File: config.mk
export PLATFORM = sky130hd
export DESIGN_NAME = comp_pipe
export DESIGN_NICKNAME = d
export VERILOG_FILES = /design/src/rtl/comp_pkg.sv /design/src/rtl/comp_slice_stage.sv /design/src/rtl/comp_pipe.sv
export SDC_FILE = /design/constraint.sdc
export NUM_CORES = 1
export LEC_CHECK = 0
export ABC_AREA = 1
export ABC_CLOCK_PERIOD_IN_PS = 4700
export CORE_ASPECT_RATIO = 1.2
export CORE_MARGIN = 8
export CORE_UTILIZATION = 50
export DETAILED_ROUTE_END_ITERATION = 8
export HOLD_SLACK_MARGIN = 0.1
export PLACE_DENSITY = 0.75
export SYNTH_ARGS = -nofsm -noshare
export SYNTH_HDL_FRONTEND = slang
export SYNTH_SLANG_ARGS = --single-unit
export TNS_END_PERCENT = 20
File: constraint.sdc
create_clock -name CLK -period 4.7 [get_ports CLK]
set_clock_uncertainty 0.15 [all_clocks]
set_input_delay 0.47 -clock CLK [delete_from_list [all_inputs] [get_ports CLK]]
set_output_delay 0.47 -clock CLK [all_outputs]
set_load 0.005 [all_outputs]
File: src/rtl/comp_pkg.sv
// comp_pkg: shared result encoding, stage flags and sizing helper for the pipelined comparator
package comp_pkg;

    typedef enum logic [2:0] {
        RES_NONE = 3'b000,
        RES_GT   = 3'b100,
        RES_EQ   = 3'b010,
        RES_LT   = 3'b001
    } res_e;

    // Decision flags carried down the pipe; operand chunks travel in parallel registers in the top
    typedef struct packed {
        logic valid;
        logic decided;
        logic gt;
    } stage_t;

    function automatic int nstg(input int w, input int chunk);
        return (w + chunk - 1) / chunk;
    endfunction

endpackage

File: src/rtl/comp_slice_stage.sv
// comp_slice_stage: resolves one operand chunk, holding its contents while stalled
module comp_slice_stage import comp_pkg::*; #(
    parameter int CHUNK = 4
) (
    input  logic             CLK,
    input  logic             RST,
    input  logic             en,
    input  stage_t           d,
    input  logic [CHUNK-1:0] ca,
    input  logic [CHUNK-1:0] cb,
    output stage_t           q
);

    // the first differing chunk decides; once decided, later chunks leave the flags alone
    always_ff @(posedge CLK)
        if (RST)
            q <= '0;
        else if (en)
            q <= (d.decided || ca == cb) ? d : stage_t'{valid: d.valid, decided: 1'b1, gt: ca > cb};

endmodule

File: src/rtl/comp_pipe.sv
// comp_pipe: pipelined signed/unsigned magnitude comparator with handshake and saturating result counters
module comp_pipe import comp_pkg::*; #(
    parameter int W     = 16,
    parameter int CHUNK = 4,
    parameter int CW    = 16
) (
    input  logic          CLK,
    input  logic          RST,
    input  logic          IN_VALID,
    output logic          IN_READY,
    input  logic [W-1:0]  A,
    input  logic [W-1:0]  B,
    input  logic          S,
    output logic          OUT_VALID,
    input  logic          OUT_READY,
    output logic          Greater,
    output logic          Equal,
    output logic          Smaller,
    input  logic          CLR,
    output logic [CW-1:0] CNT_GT,
    output logic [CW-1:0] CNT_EQ,
    output logic [CW-1:0] CNT_LT
);

    localparam int NSTG = nstg(W, CHUNK);
    localparam int P    = NSTG * CHUNK;

    stage_t       st   [NSTG+1];
    logic [P-1:0] a_op [NSTG];
    logic [P-1:0] b_op [NSTG];
    logic [W-1:0] a_m;
    logic [W-1:0] b_m;
    logic         deliver;
    res_e         res;

    assign OUT_VALID = st[NSTG].valid;
    assign IN_READY  = !(OUT_VALID && !OUT_READY);
    assign deliver   = OUT_VALID && OUT_READY;
    assign a_m       = A ^ (W'(S) << (W - 1));
    assign b_m       = B ^ (W'(S) << (W - 1));

    // input stage flags: a bubble enters whenever nothing is offered
    always_ff @(posedge CLK)
        if (RST)
            st[0] <= '0;
        else if (IN_READY)
            st[0] <= stage_t'{valid: IN_VALID, decided: 1'b0, gt: 1'b0};

    // operand delay line, MSB-aligned so LSB zero padding fills the last chunk
    always_ff @(posedge CLK)
        if (IN_READY) begin
            a_op[0] <= P'(a_m) << (P - W);
            b_op[0] <= P'(b_m) << (P - W);
            for (int i = 1; i < NSTG; i++) begin
                a_op[i] <= a_op[i-1];
                b_op[i] <= b_op[i-1];
            end
        end

    for (genvar k = 1; k <= NSTG; k++) begin : g_stg
        comp_slice_stage #(.CHUNK(CHUNK)) u_stg (
            .CLK (CLK),
            .RST (RST),
            .en  (IN_READY),
            .d   (st[k-1]),
            .ca  (a_op[k-1][P-k*CHUNK +: CHUNK]),
            .cb  (b_op[k-1][P-k*CHUNK +: CHUNK]),
            .q   (st[k])
        );
    end

    // outcome decode from the last stage registers only
    always_comb
        res = !OUT_VALID ? RES_NONE : !st[NSTG].decided ? RES_EQ : st[NSTG].gt ? RES_GT : RES_LT;

    assign {Greater, Equal, Smaller} = res;

    // per-outcome delivery counters; clear wins over a same-cycle delivery, saturate at all-ones
    always_ff @(posedge CLK)
        if (RST || CLR) begin
            CNT_GT <= '0;
            CNT_EQ <= '0;
            CNT_LT <= '0;
        end else if (deliver) begin
            if (Greater && CNT_GT != '1) CNT_GT <= CNT_GT + 1'b1;
            if (Equal && CNT_EQ != '1) CNT_EQ <= CNT_EQ + 1'b1;
            if (Smaller && CNT_LT != '1) CNT_LT <= CNT_LT + 1'b1;
        end

endmodule
Yosys cells after proc, flatten, opt, wreduce, memory -nomap -nowiden
Memories as Yosys holds them, arrays and structs flattened.
Cells that the tools add are included.
{"block": "classes", "eq_ne": 7, "addsub": 3, "order_cmp": 4, "muxes": 8, "n_reduce_logical": 14, "bitwise": 2}
{"op": "adder 16 x 1 -> 16 bit, second input constant", "n": 3}
{"op": "!= test 16 bit, second input constant", "n": 3}
{"op": "XOR 16 bit", "n": 2}
{"op": "== test 4 bit", "n": 4}
{"op": "> comparator 4 bit", "n": 4}
{"op": "two-way mux 3 bit", "n": 3}
{"op": "two-way mux 2 bit", "n": 4}
{"op": "AND reduction 2 bit", "n": 3}
{"op": "logical AND 1 bit", "n": 5}
{"op": "logical OR 1 bit", "n": 4}
{"op": "logical NOT 1 bit", "n": 2}
{"op": "two-way mux 1 bit", "n": 1}
{"block": "word_totals", "ramBits": 128, "word_cells": 56, "out_inout_bits": 53, "input_bits": 38, "ff_bits": 61, "n_memories": 2}
{"name": "a_op", "depth": 4, "width": 16, "rd": 4, "rd_clocked_by_memory_dff": 0, "write_ports": 4, "line_no": "comp_pipe.sv:29", "text": "logic [P-1:0] a_op [NSTG];"}
{"name": "b_op", "depth": 4, "width": 16, "rd": 4, "rd_clocked_by_memory_dff": 0, "write_ports": 4, "line_no": "comp_pipe.sv:30", "text": "logic [P-1:0] b_op [NSTG];"}

Depth between registers and ports, before layout
{"block": "depth", "ltp_word": 5, "depth_mapped": 11, "mapped_depth_nobuf": 10}

Cells and area by module
Synthesis repeated with hierarchy kept, for this count alone.
{"block": "unflattened", "cells_unflattened": 744, "hier_area_um2": 6446.2}
{"module": "comp_pipe", "cells_per_inst": 604, "n_inst": 1, "area_each_um2": 5470.2}
{"module": "comp_slice_stage", "cells_per_inst": 35, "n_inst": 4, "area_each_um2": 244.0}

Least setup slack after synthesis
OpenSTA, ideal clock, no wires.
{"block": "synth_path", "kind": "input to register", "from": "in OUT_READY", "to": "mem a_op[0][0] (netlist bit) (enable)", "setup_slack_ns": 0.876, "arrival_time_ns": 3.197, "n_path_buf": 2, "cell_stages": 4, "required_ns": 4.072, "cell_sequence": "buf_4 > nor2_1 > inv_1 > buf_1"}
{"item": "from (decl)", "line_no": "comp_pipe.sv:15", "text": "input logic OUT_READY,"}
{"item": "to (decl)", "line_no": "comp_pipe.sv:29"}

Worst setup path after layout
{"block": "layout_path", "from": "in OUT_READY", "to": "out IN_READY"}
{"block": "layout_via", "elab_chain_cells": 3}
{"item": "logical NOT 1 bit", "line_no": "comp_pipe.sv:37", "text": "assign IN_READY = !(OUT_VALID && !OUT_READY);"}
{"item": "logical AND 1 bit", "line_no": "comp_pipe.sv:37"}
{"item": "logical NOT 1 bit", "line_no": "comp_pipe.sv:37"}
{"item": "to (decl)", "line_no": "comp_pipe.sv:10", "text": "output logic IN_READY,"}
No other way between the ends.

==> results.md <==
* Distinct cells, synth at 33
* Layout net count at 829
* Initial DRC Count at 322
* Top cell type's share of synthesized area at 0.393
* # clock sinks at 141
* CTS HTree Levels at 4
* N_diodes at 0
* Achievable frequency at 335 MHz
* Total power divided by cell area at 357 nW/um^2
* RSZ-0062 raised after global routing: no
* Clock Latency Late Sink at 0.41 ns
* Largest net degree at the start of global routing at 96
* Reg2Reg Launch Point: CNT_GT[0]$_SDFFE_PP0P_
* Fin. max-slew vios at 0
* Port bufs at 90
* R2R Setup Slk at 2.28 ns
* Synth Register Bits at 141
* Worst-path cell chain: clkdlybuf4s50_1 > nor2_1 > clkinv_2 > clkdlybuf4s50_1
* Post-route ant nets at 0
* Vias per cell at 5.01
* Area contributors post-synth: edfxtp_1 39%, dfxtp_1 20%, nand2_1 10%
* Post-synth EDFFs at 80
* Initial Utilization at 0.509
* Placed instance area at 7180 sq um
* Final worst path period need at 2.98 ns
* Type of the tightest min-delay check: flip-flop to flip-flop
* Layout cell share with drive strength beyond 1 at 0.0624
* # setup viols final at 0
* Vias in the first global route at 4720
* Syn_area_per_cell at 9.08 sq um
* Most numerous cell in the Yosys netlist: nand2_1
* R2R depth at 9
* Post-synth top cells: 163 x nand2_1, 110 x nor2_1, 80 x edfxtp_1
* WHS Endpoint: a_op[2][7]$_DFFE_PN_
* Most common cell on crit path: clkdlybuf4s50_1
* Delay-heaviest family, CP: buffers and inverters
* Hold-fix buffers, CTS at 0
* WS Path Type: input port to output port
* FP Rows at 44
* Final non-filler cell area at 7740 sq um
* Critical hold path startpoint: a_op[1][7]$_DFFE_PN_
* P_leak at 2.98 nW
* Worst Path Required at 4.08 ns
* # IOs at 91
* Slowest cell on the critical path: nor2_1
* Root Buffer: clkbuf_16
* CTS max path bufs at 2
* RR Endpoint: CNT_GT[11]$_SDFFE_PP0P_
* Ys async rst share at 0
* Core footprint at 12000 sq um
* Status: complete, no violations
* Crit-path max cell delay at 0.62 ns
* Crit start category: input port
* Peak supply drop at 234 uV
* WP buf/inv at 3
* Critical path fanouts, max at 11
* Mapped Nets at 730
* Crit path arrival time at 2.36 ns
* Post-Syn Area at 6110 sq um
* Clk slew on worst S/H paths at 0.06 ns
* Overall die width at 117 um
* Global placer's final weighted congestion at 0.863
* Yosys top cell by area: edfxtp_1
* Dpl hpwl at 8770 um
* CTS tree: built
* CTS Buf Count at 17
* Setup TNS at 0 ns
* Hold Fails Final Rpt at 0
* Relative slew slack at 0.204
* Seq/Total Area, Yosys at 0.593
* Setup crit end kind: output port
* Total GRT Usage at 0.163
* Final worst-path cycle share at 0.635
* Drt pass-1 iters at 5
* Via count at 4744
* Worst hold stages at 0
* First-pass GRT wire length at 20500 um
* Post-CTS Setup Bufs at 0
* Post-Syn Instances at 673
* Ys Warns at 0
* Top_reg_cell synth: edfxtp_1
* Grt total ovfl at 0
* Die ar. at 16000 sq um
* Initial antenna violation count at 0
* Max_cap viols at 0
* Actual slew at the worst max-slew pin at 1.19 ns
* Post-CTS sizing at 0
* Overall die height at 137 um
* Drt drc at 0
* Layout area overhead at 26.6%
* Wire length per cell at 13.1 um
* WL final at 12400 um
==> cell usage in the layout (no fill, tap or decap), drive strengths merged, types with 3 or more instances in the layout <==
master,instances
nand3b,3
dfxtp,61
nand3,47
a31oi,4
inv,82
nor3,12
buf,3
nand2,165
nor2,114
edfxtp,80
clkbuf,17
o21bai,3
clkinv,6
xor2,9
clkinvlp,4
nand4,10
o21ai,17
a21oi,32
clkdlybuf4s50,90
ha,19
xnor2,3
==> final cells by class <==
| type | instances | area (sq um) |
|---|---|---|
| Clock buffer | 17 | 425 |
| Clock inverter | 15 | 136 |
| Fill cell | 1029 | 4260 |
| Inverter | 78 | 295 |
| Multi-Input combinational cell | 441 | 2130 |
| Sequential cell | 141 | 3620 |
| Tap cell | 161 | 201 |
| Timing Repair Buffer | 93 | 923 |
==> through the flow <==
stage | power [mW] | setup slack, ns | cells | hold slack (ns) | utilization
3_5_place_dp | 1.53 | 1.60 | 914 | 0.255 | 0.598
4_1_cts | 2.79 | 1.66 | 946 | 0.268 | 0.645
3_3_place_gp | 1.52 | 1.70 | 914 | 0.250 | 0.598
6_report | 2.76 | 1.72 | 946 | 0.267 | 0.645
2_1_floorplan | 1.47 | 0.876 | 673 | 0.250 | -
5_1_grt | 2.87 | 1.52 | 946 | 0.272 | 0.645
==> sequential cells by signal, summed over array words and instances, names as in the netlist <==
name / cells
a_op: 40
b_op: 40
CNT_EQ: 16
CNT_GT: 16
CNT_LT: 16
g_stg.u_stg.q: 12
st: 1
==> worst register-to-register path, delay by kind of cell (launching register included) <==
kind	cells	cell delay (ns)
flops	1	0.34
buf+inv	1	0.08
simple gates	7	1.46
fa+ha+maj	1	0.24
==> worst max path at each step <==
stage	start	end	slack [ns]	cells past startpoint
6_report	OUT_READY	IN_READY	1.72	4
4_1_cts	OUT_READY	IN_READY	1.66	4
3_3_place_gp	OUT_READY	g_stg[4].u_stg.q[0]$_SDFFE_PP0N_	1.70	6
5_1_grt	OUT_READY	IN_READY	1.52	4
3_5_place_dp	OUT_READY	g_stg[2].u_stg.q[0]$_SDFFE_PP0N_	1.60	6
2_1_floorplan	OUT_READY	a_op[0][0]$_DFFE_PN_	0.88	4
==> power by group <==
part           switching, mW  leakage [nW]  total, mW  internal, mW
clock network          0.530         0.264       1.27         0.735
logic                 0.0565          1.38      0.115        0.0589
registers             0.0205          1.34       1.38          1.36
==> logic make-up (layout without fill, tap and decap cells) <==
group / after synthesis / count (layout) / share of synthesized area
xor+xnor: 12 / 12 / 0.0172
compound gates: 57 / 57 / 0.0494
fa+ha+maj: 19 / 19 / 0.0389
flops: 141 / 141 / 0.593
simple gates: 353 / 353 / 0.244
buf+inv: 91 / 203 / 0.0580
==> layer usage <==
| layer | up-vias | global-route usage | wire length [um] |
|---|---|---|---|
| li1 | 2401 | - | - |
| met1 | 2179 | 0.165 | 4710 |
| met2 | 142 | 0.297 | 6630 |
| met3 | 22 | 0.0486 | 800 |
| met4 | 0 | 0.0741 | 239 |
| met5 | - | 0 | 0 |
Power figures use the tool's default switching activity.
